<file path="src/rtl/mont_r2_gen.sv">
// Montgomery domain-entry constant generator: C = 2^(2*WIDTH) mod N for an odd N,
// computed by 2*WIDTH serial double-and-reduce steps starting from r = 1.
module mont_r2_gen #(
   parameter int WIDTH = 32
) (
   input  logic             clk,
   input  logic             reset,
   input  logic             start,
   input  logic [WIDTH-1:0] N,
   output logic [WIDTH-1:0] C,
   output logic             done,
   output logic             busy,
   output logic             err
);

   localparam int            CW        = $clog2(2*WIDTH) + 1;
   localparam logic [CW-1:0] LAST_STEP = CW'(2*WIDTH - 1);

   typedef enum logic [1:0] {IDLE, ITER, ERR} state_t;

   state_t           state_q;
   logic [WIDTH-1:0] n_q;
   logic [WIDTH-1:0] r_q;
   logic [WIDTH-1:0] r_d;
   logic [WIDTH-1:0] c_q;
   logic [CW-1:0]    count_q;
   logic             done_q;
   logic             busy_q;
   logic             err_q;
   logic [WIDTH:0]   t;

   // r < n_q holds between steps, so 2*r needs one extra bit and a single
   // conditional subtract brings it back below n_q.
   always_comb begin
      t   = {r_q, 1'b0};
      r_d = t[WIDTH-1:0];
      if (t >= {1'b0, n_q}) begin
         r_d = WIDTH'(t - {1'b0, n_q});
      end
   end

   // NOTE: all state, including the datapath registers, uses non-blocking
   // assignments so every register samples pre-edge values of the others.
   always_ff @(posedge clk) begin
      if (reset) begin
         state_q <= IDLE;
         n_q     <= '0;
         r_q     <= '0;
         c_q     <= '0;
         count_q <= '0;
         done_q  <= 1'b0;
         busy_q  <= 1'b0;
         err_q   <= 1'b0;
      end else begin
         done_q <= 1'b0;
         err_q  <= 1'b0;
         unique case (state_q)
            IDLE: begin
               if (start) begin
                  n_q     <= N;
                  count_q <= '0;
                  r_q     <= (N == WIDTH'(1)) ? '0 : WIDTH'(1);
                  busy_q  <= 1'b1;
                  state_q <= N[0] ? ITER : ERR;
               end
            end
            ITER: begin
               r_q     <= r_d;
               count_q <= count_q + CW'(1);
               if (count_q == LAST_STEP) begin
                  c_q     <= r_d;
                  done_q  <= 1'b1;
                  busy_q  <= 1'b0;
                  state_q <= IDLE;
               end
            end
            ERR: begin
               c_q     <= '0;
               done_q  <= 1'b1;
               err_q   <= 1'b1;
               busy_q  <= 1'b0;
               state_q <= IDLE;
            end
            default: state_q <= IDLE;
         endcase
      end
   end

   assign C    = c_q;
   assign done = done_q;
   assign busy = busy_q;
   assign err  = err_q;

endmodule

</file>
<file path="config.mk">
export PLATFORM = sky130hd
export DESIGN_NAME = mont_r2_gen
export DESIGN_NICKNAME = d
export VERILOG_FILES = /design/src/rtl/mont_r2_gen.sv
export SDC_FILE = /design/constraint.sdc
export NUM_CORES = 1
export LEC_CHECK = 0
export CORE_UTILIZATION = 57
export DETAILED_ROUTE_END_ITERATION = 8
export GPL_ROUTABILITY_DRIVEN = 0
export PLACE_DENSITY = 0.81
export SETUP_SLACK_MARGIN = 0.02
export SLEW_MARGIN = 10
export SYNTH_ARGS = -nofsm -noshare
export SYNTH_HDL_FRONTEND = slang
export SYNTH_SLANG_ARGS = --single-unit
</file>
<file path="constraint.sdc">
create_clock -name clk -period 3.35 [get_ports clk]
set_clock_uncertainty 0.15 [all_clocks]
set_input_delay 0.5025 -clock clk [delete_from_list [all_inputs] [get_ports clk]]
set_output_delay 0.5025 -clock clk [all_outputs]
set_load 0.05 [all_outputs]
</file>
# Word level (Yosys, flattened, before mapping)
# Cells that the tools add are included.
# W data, S select, Z words.
# word_totals
reg_bits	108
inputBits	35
out_inout_bits	35
wordCells	44
# classes
add_sub_neg	2
magnitude_cmp	1
eq_ne	6
mux	18
reduce_logical	9
# op_table
op	n
$pmux W32 S2	2
$mux W32	3
$ge A33 B32 Y1	1
$eq A32 B1 Y1 const B	1
$sub A32 B32 Y32	1
$pmux W7 S2	1
$reduce_and A2 Y1	4
$add A7 B1 Y7 const B	1
$eq A7 B6 Y1 const B	1
$mux W7	1
$mux W2	3
$mux W1	5
$ne A2 B2 Y1 const B	2
$pmux W2 S2	1
$reduce_bool A2 Y1	2
$pmux W1 S3	1
$reduce_and A3 Y1	1
$reduce_bool A3 Y1	1
$eq A2 B1 Y1 const B	1
$eq A2 B2 Y1 const B	1
$logic_not A2 Y1	1
$pmux W1 S2	1

# Longest topological paths before layout
# Gate-level depths: netlist of the first run.
# depth
word_depth	4
depth_mapped	13
depth_no_buf	11

# Worst setup path before layout of the first run
# No wires, ideal clock.
# synth_path
kind	reg-to-reg
startpoint	register n_q[0]
endpoint	register r_q[22]
setup_ps	117
arrival_ps	2346
required_time_ps	3083
setup_slack_ps	738
path_stages_with_launch	11
n_path_buf	0
period_less_slack_ps	2612
path_cell_list	dfxtp_1 > inv_1 > fa_1 > a211oi_2 > o21a_2 > a211oi_2 > o2111ai_1 > nand3_1 > xor2_1 > mux2_4 > a22o_1
# synth_between
elab_chain_len	3
elab_cells_between_ends	4
classes_between	1 x add/sub; 1 x order compare; 2 x mux
# synth_rtl
element	line_no	rtl
start: declaration	22	logic [WIDTH-1:0] n_q;
start signal: assignment	47	n_q <= '0;
start signal: assignment	60	n_q <= N;
$sub A32 B32 Y32 / $ge A33 B32 Y1 (equally long branches)	38, 37	
$mux W32 (*)	37	if (t >= {1'b0, n_q}) begin
$pmux W32 S2 (*)	57	unique case (state_q)
end signal: assignment	62	r_q <= (N == WIDTH'(1)) ? '0 : WIDTH'(1);
end signal: assignment	68	r_q <= r_d;
end: declaration	23	logic [WIDTH-1:0] r_q;
# Mark *: on every way between the ends. The rest lies on a longest branch, timed or not.
# A chain may end at the register's enable or synchronous reset.

# Final worst setup path of the first run
# layout_path
startpoint	register n_q[22]
endpoint	register c_q[26] (netlist: C[26])
# layout_between
elab_chain_len	4
elab_cells_between_ends	5
classes_between	1 x add/sub; 1 x order compare; 3 x mux
# layout_rtl
element	line_no	rtl
$sub A32 B32 Y32 / $ge A33 B32 Y1 (equally long branches)	38, 37	
$mux W32 (*)	37	
$mux W32 (*)	70	if (count_q == LAST_STEP) begin
$pmux W32 S2 (*)	57	
end signal: assignment	71	c_q <= r_d;
end: declaration	25	logic [WIDTH-1:0] c_q;
# Mark *: on every way between the ends. The rest lies on a longest branch, timed or not. The select of a mux whose other input is x is not followed.

==> results.cfg, run 1 <==
[sta]
tightest_slew_ns = 0.9333
final_total_negative_setup_slack_ns = 0
slew_headroom_pct = 37.78
grt_setup_unrepaired = false
final_hold_viol_count = 0
maxSlewViolCount = 0
max_clock_freq_ghz = 0.3183
finalSetupViolations = 0
finalCritPeriodShare_pct = 93.77
period_minus_slack_ns = 3.141

[placed_design]
place.port_buffers = 69
detailed_place.area_um2 = 7008
post-dp-hpwl_um = 12510

[finish]
area_delta_synth_final_pct = 15.13
layout-drive-gt1-share_pct = 6.739
area_of_combinational_cells_with_multiple_inputs_um2 = 3747
layout.filler_cells = 873
seq_area_um2 = 2162
final_common_cell = sky130_fd_sc_hd__nand2_1
diodes = 0
postLayoutCellArea_um2 = 7227
most_used_cells_in_the_layout_excluding_fill_and_tap_cells = 138 x sky130_fd_sc_hd__nand2_1, 108 x sky130_fd_sc_hd__dfxtp_1, 69 x sky130_fd_sc_hd__clkdlybuf4s50_1
finish.net_count = 900

[power_and_ir_drop]
p_leak_nw = 2.810
irDropWorstVdd_v = 0.0002924
power_per_cell_area_nw_per_um2 = 400.6

[logic_synthesis]
synth_cell_types = 72
synth.avg_cell_area_um2 = 8.079
synth_sequential_area_ratio_pct = 34.44
ys_ff_latch = 108
synthesis.area_um2 = 6277
synth_fp_nets = 850
synth-async-reset-ratio_pct = 0
syn_inst = 777
ys_warn_count = 0
synth_edf_count = 0
top_flip_flop_cell_by_instance_count_after_synthesis = sky130_fd_sc_hd__dfxtp_1

[critical_path]
cp.arrival_ns = 3.27
r2r_path_end = C[26]$_SDFFE_PP0P_
reg2reg_depth = 10
timing_worst_setup_path_type = flop to flop
crit_start = n_q[22]$_SDFFE_PP0P_
crit_path_max_fanout = 22
worstSetupEndpointType = flop
r2r_path_start = n_q[22]$_SDFFE_PP0P_
critical_path.startpoint_type = flop
r2r_slack_ns = 0.21
worst_ep_required_time_ns = 3.48
critical_path.endpoint = C[26]$_SDFFE_PP0P_

[drt]
drt_first_pass_iters = 5
route.detailed.wl_per_inst_um = 17.26
post_drt_via_cell_ratio = 6.130
drt_iter0_drc = 491
route.antenna.remaining_nets = 0
detail_route.drc_violations = 0
drt_wl_total_um = 16690
vias = 5928

[global_route]
grt_start_max_net_pins = 47
via_count_of_the_first_global_routing_pass = 5662
global_route_overflow = 0
grt_pass1_wl_um = 26990
antenna_found_initial = 0
grt_resource_usage_total_pct = 30.02

[clock_network]
cts_hold_buffers = 0
cts.path.max_buffers = 2
htreeDepth = 3
post_cts_resize_count = 0
cts.reportedPaths.clkPinSlew_ns = 0.11
tritoncts = built
clockRootBuffer = sky130_fd_sc_hd__clkbuf_8
cts.repair_timing.setup_buffer_count = 0
clkLatencyLatePin_ns = 0.39
clock_sinks = 108
cts-buffers-inserted = 9

[flow_run]
drv.max_cap_violation_count = 0

[outcome]
outcome = completed

[floorplan]
initial_core_util_pct = 59.73
io_pins = 70
core_um2 = 10510
rows = 37
die_x_um = 106.9
die_area_um2 = 11440
die_h_um = 106.9

[hold_path]
holdCritPathClass = flop to flop
-- state kept, by name, indices dropped and copies added (netlist names) --
signal / cells
count_q: 7
busy: 1
n_q: 32
r_q: 32
done: 1
err: 1
state_q: 2
C: 32
-- metal layers --
metal / vias to the layer above / wire length, um / global-route usage [%]
li1: 2860 / - / -
met1: 2771 / 7283 / 37.35
met2: 254 / 7884 / 51.34
met3: 43 / 1044 / 6.201
met4: 0 / 480 / 10.47
met5: - / 0 / 0
-- cells by family (layout without fill, tap and decap cells) --
family | Yosys count | count (layout) | share of synthesized area, %
simple gates | 256 | 256 | 18.88
compound gates | 246 | 246 | 25.73
flops | 108 | 108 | 34.44
buf+inv | 81 | 135 | 6.059
fa+ha+maj | 38 | 38 | 7.694
xor+xnor | 27 | 27 | 3.767
mux | 21 | 21 | 3.428
-- synth_stat cells (all sizes together), types with 4 or more instances --
library cell | count | share of area, %
a211oi | 10 | 1.5
a31oi | 8 | 0.90
nand2b | 6 | 0.60
a21o | 20 | 2.4
a21oi | 70 | 6.1
or3 | 4 | 0.40
and3 | 4 | 0.42
nor2 | 43 | 2.7
xor2 | 13 | 1.8
inv | 42 | 2.5
o21a | 4 | 0.50
o21ai | 83 | 6.8
nor3 | 13 | 1.2
xnor2 | 14 | 2.0
clkbuf | 23 | 1.4
nand3 | 11 | 1.0
nor4 | 7 | 0.70
nand2 | 140 | 8.5
ha | 37 | 7.4
dfxtp | 108 | 34
nand4 | 9 | 1.1
mux2i | 20 | 3.2
buf | 16 | 2.2
and2 | 6 | 0.64
a32oi | 19 | 2.7
-- metrics by stage --
step / total power [mW] / utilization, % / hold slack, ns / cells / setup slack (ns)
after floorplan: 1.856 / - / 0.2863 / 777 / 0.7377
after global placement: 2.006 / 66.69 / 0.2887 / 952 / 0.2915
after detailed placement: 2.024 / 66.69 / 0.2935 / 952 / 0.2833
after CTS: 2.892 / 68.77 / 0.3070 / 967 / 0.2598
after global routing: 3.016 / 68.77 / 0.3290 / 967 / 0.02523
final: 2.895 / 68.77 / 0.3024 / 967 / 0.2085
-- worst min-delay path by stage --
| stage | depth (start not counted) | endpoint | slack [ns] | startpoint |
|---|---|---|---|---|
| floorplan | 2 | n_q[10]$_SDFFE_PP0P_ | 0.29 | n_q[10]$_SDFFE_PP0P_ |
| global placement | 2 | C[11]$_SDFFE_PP0P_ | 0.29 | C[11]$_SDFFE_PP0P_ |
| detailed placement | 2 | C[16]$_SDFFE_PP0P_ | 0.29 | C[16]$_SDFFE_PP0P_ |
| CTS | 2 | C[13]$_SDFFE_PP0P_ | 0.31 | C[13]$_SDFFE_PP0P_ |
| global route | 2 | C[10]$_SDFFE_PP0P_ | 0.33 | C[10]$_SDFFE_PP0P_ |
| finish | 2 | C[10]$_SDFFE_PP0P_ | 0.30 | C[10]$_SDFFE_PP0P_ |
-- power by group --
part           switching [mW]  total, mW  internal (mW)
Sequential             0.0212       1.34           1.32
Combinational           0.410      0.673          0.263
Clock                   0.458      0.884          0.425
-- area by class of cell --
type | instances | area share [%]
multi-input combinational | 588 | 51.85
tap | 136 | 2.355
clock inverter | 6 | 1.316
clock buffer | 9 | 1.714
timing repair buffer | 78 | 10.66
inverter | 42 | 2.181
sequential | 108 | 29.92
-- critical path, cell delays in order, from the launching register on --
cell,delay (ns)
sky130_fd_sc_hd__dfxtp_1,0.35
sky130_fd_sc_hd__inv_1,0.09
sky130_fd_sc_hd__ha_1,0.50
sky130_fd_sc_hd__and4_4,0.31
sky130_fd_sc_hd__nand4_2,0.16
sky130_fd_sc_hd__nor3_4,0.23
sky130_fd_sc_hd__a211oi_1,0.11
sky130_fd_sc_hd__o2111a_2,0.19
sky130_fd_sc_hd__o21a_1,0.39
sky130_fd_sc_hd__a32o_1,0.40
sky130_fd_sc_hd__a21o_1,0.16
Power figures use the tool's default switching activity.
==> run 2: changes to the inputs <==
- CORE_MARGIN: default -> 1.5
- CORE_UTILIZATION: 57 -> 61
- PLACE_DENSITY: 0.81 -> 0.86
- clock period: 3.35 -> 3.7 ns (I/O delays scaled with it)
==> results.cfg, run 2 (same netlist as run 1, synthesis figures left out) <==
[clock_network]
clockRootBuffer = sky130_fd_sc_hd__clkbuf_8
post_cts_resize_count = 0
tritoncts = built
clkLatencyLatePin_ns = 0.40
cts-buffers-inserted = 9
htreeDepth = 3
cts.repair_timing.setup_buffer_count = 0
clock_sinks = 108
cts_hold_buffers = 0
cts.path.max_buffers = 2
cts.reportedPaths.clkPinSlew_ns = 0.10

[floorplan]
io_pins = 70
die_h_um = 104.4
rows = 36
core_um2 = 9864
die_x_um = 104.4
initial_core_util_pct = 63.64
die_area_um2 = 10910

[sta]
grt_setup_unrepaired = false
tightest_slew_ns = 0.9626
slew_headroom_pct = 35.83
period_minus_slack_ns = 3.302
finalCritPeriodShare_pct = 89.23
maxSlewViolCount = 0
final_hold_viol_count = 0
finalSetupViolations = 0
max_clock_freq_ghz = 0.3029
final_total_negative_setup_slack_ns = 0

[finish]
final_common_cell = sky130_fd_sc_hd__nand2_1
diodes = 0
area_delta_synth_final_pct = 15.15
finish.net_count = 900
layout-drive-gt1-share_pct = 6.851
most_used_cells_in_the_layout_excluding_fill_and_tap_cells = 138 x sky130_fd_sc_hd__nand2_1, 108 x sky130_fd_sc_hd__dfxtp_1, 69 x sky130_fd_sc_hd__clkdlybuf4s50_1
seq_area_um2 = 2162
area_of_combinational_cells_with_multiple_inputs_um2 = 3740
postLayoutCellArea_um2 = 7228
layout.filler_cells = 757

[drt]
drt_wl_total_um = 16900
post_drt_via_cell_ratio = 6.217
drt_first_pass_iters = 5
route.detailed.wl_per_inst_um = 17.51
route.antenna.remaining_nets = 0
detail_route.drc_violations = 0
vias = 5999
drt_iter0_drc = 521

[placed_design]
post-dp-hpwl_um = 12630
detailed_place.area_um2 = 6997
place.port_buffers = 69

[critical_path]
critical_path.startpoint_type = flop
cp.arrival_ns = 3.39
timing_worst_setup_path_type = flop to flop
worstSetupEndpointType = flop
worst_ep_required_time_ns = 3.79
crit_path_max_fanout = 17

[global_route]
grt_start_max_net_pins = 33
grt_resource_usage_total_pct = 31.77
antenna_found_initial = 0
grt_pass1_wl_um = 27520
global_route_overflow = 0
via_count_of_the_first_global_routing_pass = 5674

[flow_run]
drv.max_cap_violation_count = 0

[hold_path]
holdCritPathClass = flop to flop

[power_and_ir_drop]
power_per_cell_area_nw_per_um2 = 365.5
p_leak_nw = 2.812
irDropWorstVdd_v = 0.0003352

[outcome]
outcome = completed
==> run 2: cell count changes in the layout (fill, tap and decap cells not counted), sizes merged <==
cell and change:
clkbuf +1, clkinvlp +1, clkinv -1
==> run 2: routing by layer <==
metal,vias to the layer above,GRT usage (%),share of wire (%)
met5,-,0,0
met4,0,15.67,4.6
met3,67,7.080,9.4
met2,307,51.83,45
met1,2762,39.45,41
li1,2863,-,-
==> run 2: worst paths after layout <==
path,cells after the start,from,slack [ns],to
worst max-delay path,11,n_q[14]$_SDFFE_PP0P_,0.40,C[4]$_SDFFE_PP0P_
worst min-delay path,2,C[10]$_SDFFE_PP0P_,0.30,C[10]$_SDFFE_PP0P_
worst max register to register,11,n_q[14]$_SDFFE_PP0P_,0.40,C[4]$_SDFFE_PP0P_
worst min register to register,2,C[10]$_SDFFE_PP0P_,0.30,C[10]$_SDFFE_PP0P_
==> run 2: final cells by class <==
cell class	count	area share (%)
clock inverters	6	1.298
flip-flops and latches	108	29.91
repair buffers	78	10.66
well taps	133	2.302
multi-input cells	588	51.74
inverters	42	2.181
clock buffers	10	1.904
==> run 2: power by group <==
group,leakage (nW),internal [mW],switching (mW)
sequential,0.876,1.19,0.0192
clock,0.113,0.405,0.418
combinational,1.82,0.237,0.370
==> run 2: metrics by stage <==
step | utilization [%] | power [mW] | hold slack, ns | instances | setup WS (ns)
after CTS | 73.28 | 2.641 | 0.3031 | 965 | 0.4288
after global routing | 73.28 | 2.759 | 0.3267 | 965 | 0.2148
final | 73.28 | 2.642 | 0.3006 | 965 | 0.3984
after global placement | 70.93 | 1.815 | 0.2863 | 949 | 0.5948
after detailed placement | 70.93 | 1.830 | 0.2901 | 949 | 0.4450
after floorplan | - | 1.681 | 0.2863 | 777 | 1.088
==> run 2: worst max-delay path, stage by stage (launching register included) <==
cell	delay, ns
sky130_fd_sc_hd__dfxtp_1	0.38
sky130_fd_sc_hd__inv_1	0.09
sky130_fd_sc_hd__ha_1	0.39
sky130_fd_sc_hd__a21oi_1	0.10
sky130_fd_sc_hd__o21bai_1	0.15
sky130_fd_sc_hd__a21oi_1	0.14
sky130_fd_sc_hd__nor2_1	0.30
sky130_fd_sc_hd__nor2_4	0.09
sky130_fd_sc_hd__o21ai_2	0.74
sky130_fd_sc_hd__buf_12	0.27
sky130_fd_sc_hd__mux2i_1	0.23
sky130_fd_sc_hd__o21ai_0	0.11
==> run 3: changes to the inputs <==
- GPL_TIMING_DRIVEN: default -> 0
- HOLD_SLACK_MARGIN: default -> 0.12
- SETUP_SLACK_MARGIN: 0.02 -> 0.1
==> results.cfg, run 3 (same netlist as run 1, synthesis figures left out) <==
[outcome]
outcome = completed

[power_and_ir_drop]
p_leak_nw = 2.837
power.switching_mw = 0.8330
cell_internal_pwr_mw = 1.710
power_per_cell_area_nw_per_um2 = 347.6
seqPwrFrac_pct = 47.7
share_comb_of_total_power_pct = 24.8
power_switching_share_pct = 32.75
power_mw = 2.543
irDropWorstVdd_v = 0.0003421
power.clock.fraction_pct = 27.6

[sta]
finalSetupViolations = 0
tightest_slew_ns = 0.9246
maxSlewViolCount = 0
hold_slack_ns = 0.3050
post-route-worst-setup-slack_ns = 0.6535
max_clock_freq_ghz = 0.3282
grt_setup_unrepaired = false
final_total_negative_setup_slack_ns = 0
period_minus_slack_ns = 3.046
slew_headroom_pct = 38.13
final_hold_viol_count = 0
finalCritPeriodShare_pct = 82.34

[critical_path]
crit_path_max_fanout = 5
r2r_path_end = C[28]$_SDFFE_PP0P_
reg2reg_depth = 10
worstSetupEndpointType = flop
r2r_path_start = n_q[0]$_SDFFE_PP0P_
cp.arrival_ns = 3.19
worst_ep_required_time_ns = 3.84
r2r_slack_ns = 0.65
timing_worst_setup_path_type = flop to flop
critical_path.startpoint_type = flop

[drt]
detail_route.drc_violations = 0
route.antenna.remaining_nets = 0
drt_iter0_drc = 526
vias = 6179
drt_wl_total_um = 17650
drt_first_pass_iters = 8
post_drt_via_cell_ratio = 6.210
route.detailed.wl_per_inst_um = 17.74

[floorplan]
core_um2 = 9864
die_area_um2 = 10910
rows = 36
initial_core_util_pct = 63.64
die_x_um = 104.4
io_pins = 70
die_h_um = 104.4

[global_route]
via_count_of_the_first_global_routing_pass = 6016
grt_resource_usage_total_pct = 33.32
global_route_overflow = 0
grt_start_max_net_pins = 19
grt_pass1_wl_um = 28880
antenna_found_initial = 0

[hold_path]
whs_path_depth = 2
hold_end = C[16]$_SDFFE_PP0P_
holdCritPathClass = flop to flop
worst_hold_startpoint = C[16]$_SDFFE_PP0P_

[placed_design]
detailed_place.area_um2 = 7134
place.port_buffers = 69
pre_cts_ws_ns = 0.7176
post-dp-hpwl_um = 13580
dp_cells = 979

[clock_network]
clock_sinks = 108
post_cts_resize_count = 0
cts.repair_timing.setup_buffer_count = 0
clockRootBuffer = sky130_fd_sc_hd__clkbuf_8
tritoncts = built
cts_hold_buffers = 0
htreeDepth = 3
clkLatencyLatePin_ns = 0.41
cts.path.max_buffers = 2
cts.reportedPaths.clkPinSlew_ns = 0.10
cts-buffers-inserted = 9

[finish]
diodes = 0
layout.filler_cells = 766
seq_area_um2 = 2162
most_used_cells_in_the_layout_excluding_fill_and_tap_cells = 138 x sky130_fd_sc_hd__nand2_1, 108 x sky130_fd_sc_hd__dfxtp_1, 69 x sky130_fd_sc_hd__clkdlybuf4s50_1
layout-drive-gt1-share_pct = 6.729
final_cell_count_no_fill = 995
area_of_combinational_cells_with_multiple_inputs_um2 = 3735
area_delta_synth_final_pct = 16.56
postLayoutCellArea_um2 = 7317
final_common_cell = sky130_fd_sc_hd__nand2_1
final_core_util_pct = 74.18
finish.net_count = 930

[flow_run]
drv.max_cap_violation_count = 0
==> run 3: cell types whose count changed in the layout (fill, tap and decap cells not counted), moves of 2 or more <==
cell / change
sky130_fd_sc_hd__bufinv_16: -2
sky130_fd_sc_hd__clkbuf_1: +23
sky130_fd_sc_hd__nor2_1: +2
sky130_fd_sc_hd__buf_12: +2
sky130_fd_sc_hd__buf_4: -4
sky130_fd_sc_hd__buf_2: +4
sky130_fd_sc_hd__buf_1: +4
sky130_fd_sc_hd__clkinv_2: +2
sky130_fd_sc_hd__nor2_2: -2
==> run 3: critical path, cell delays in order, from the launching register on <==
cell and delay (ns):
sky130_fd_sc_hd__dfxtp_1 0.42, sky130_fd_sc_hd__inv_1 0.11, sky130_fd_sc_hd__fa_1 0.50, sky130_fd_sc_hd__a211oi_2 0.24, sky130_fd_sc_hd__o21a_2 0.21, sky130_fd_sc_hd__a211oi_2 0.10
sky130_fd_sc_hd__or2_4 0.28, sky130_fd_sc_hd__a2111oi_4 0.39, sky130_fd_sc_hd__xnor2_1 0.11, sky130_fd_sc_hd__mux2i_1 0.31, sky130_fd_sc_hd__o21ai_1 0.10
==> run 3: routing by layer <==
metal	track usage [%]	share of wire (%)	vias up
met5	0	0	-
met4	17.36	4.3	0
met3	6.955	8.1	69
met2	55.87	47	335
met1	40.02	41	2843
li1	-	-	2932
==> run 3: power groups by stage <==
stage	sequential [mW]	clock [mW]	combinational, mW
floorplan	1.24	0	0.441
global placement	1.24	0	0.592
detailed placement	1.24	0	0.611
CTS	1.21	0.710	0.615
global route	1.22	0.743	0.683
finish	1.21	0.701	0.630
==> run 3: final cells by class <==
class / instances / area share (%)
plain buffers: 39 / 3.044
flip-flops and latches: 108 / 29.55
multi-input cells: 588 / 51.04
clock buffers: 10 / 1.881
inverters: 42 / 2.155
well taps: 133 / 2.274
clock inverters: 6 / 0.6156
repair buffers: 69 / 9.439
==> run 3: worst max path at each step <==
stage / start / cells past startpoint / to / slack, ns
final: n_q[0]$_SDFFE_PP0P_ / 10 / C[28]$_SDFFE_PP0P_ / 0.65
after floorplan: n_q[0]$_SDFFE_PP0P_ / 10 / r_q[22]$_SDFFE_PP0P_ / 1.09
after CTS: n_q[0]$_SDFFE_PP0P_ / 10 / C[28]$_SDFFE_PP0P_ / 0.70
after global placement: n_q[0]$_SDFFE_PP0P_ / 10 / C[28]$_SDFFE_PP0P_ / 0.81
after global routing: n_q[0]$_SDFFE_PP0P_ / 10 / C[30]$_SDFFE_PP0P_ / 0.49
after detailed placement: n_q[0]$_SDFFE_PP0P_ / 10 / C[28]$_SDFFE_PP0P_ / 0.72
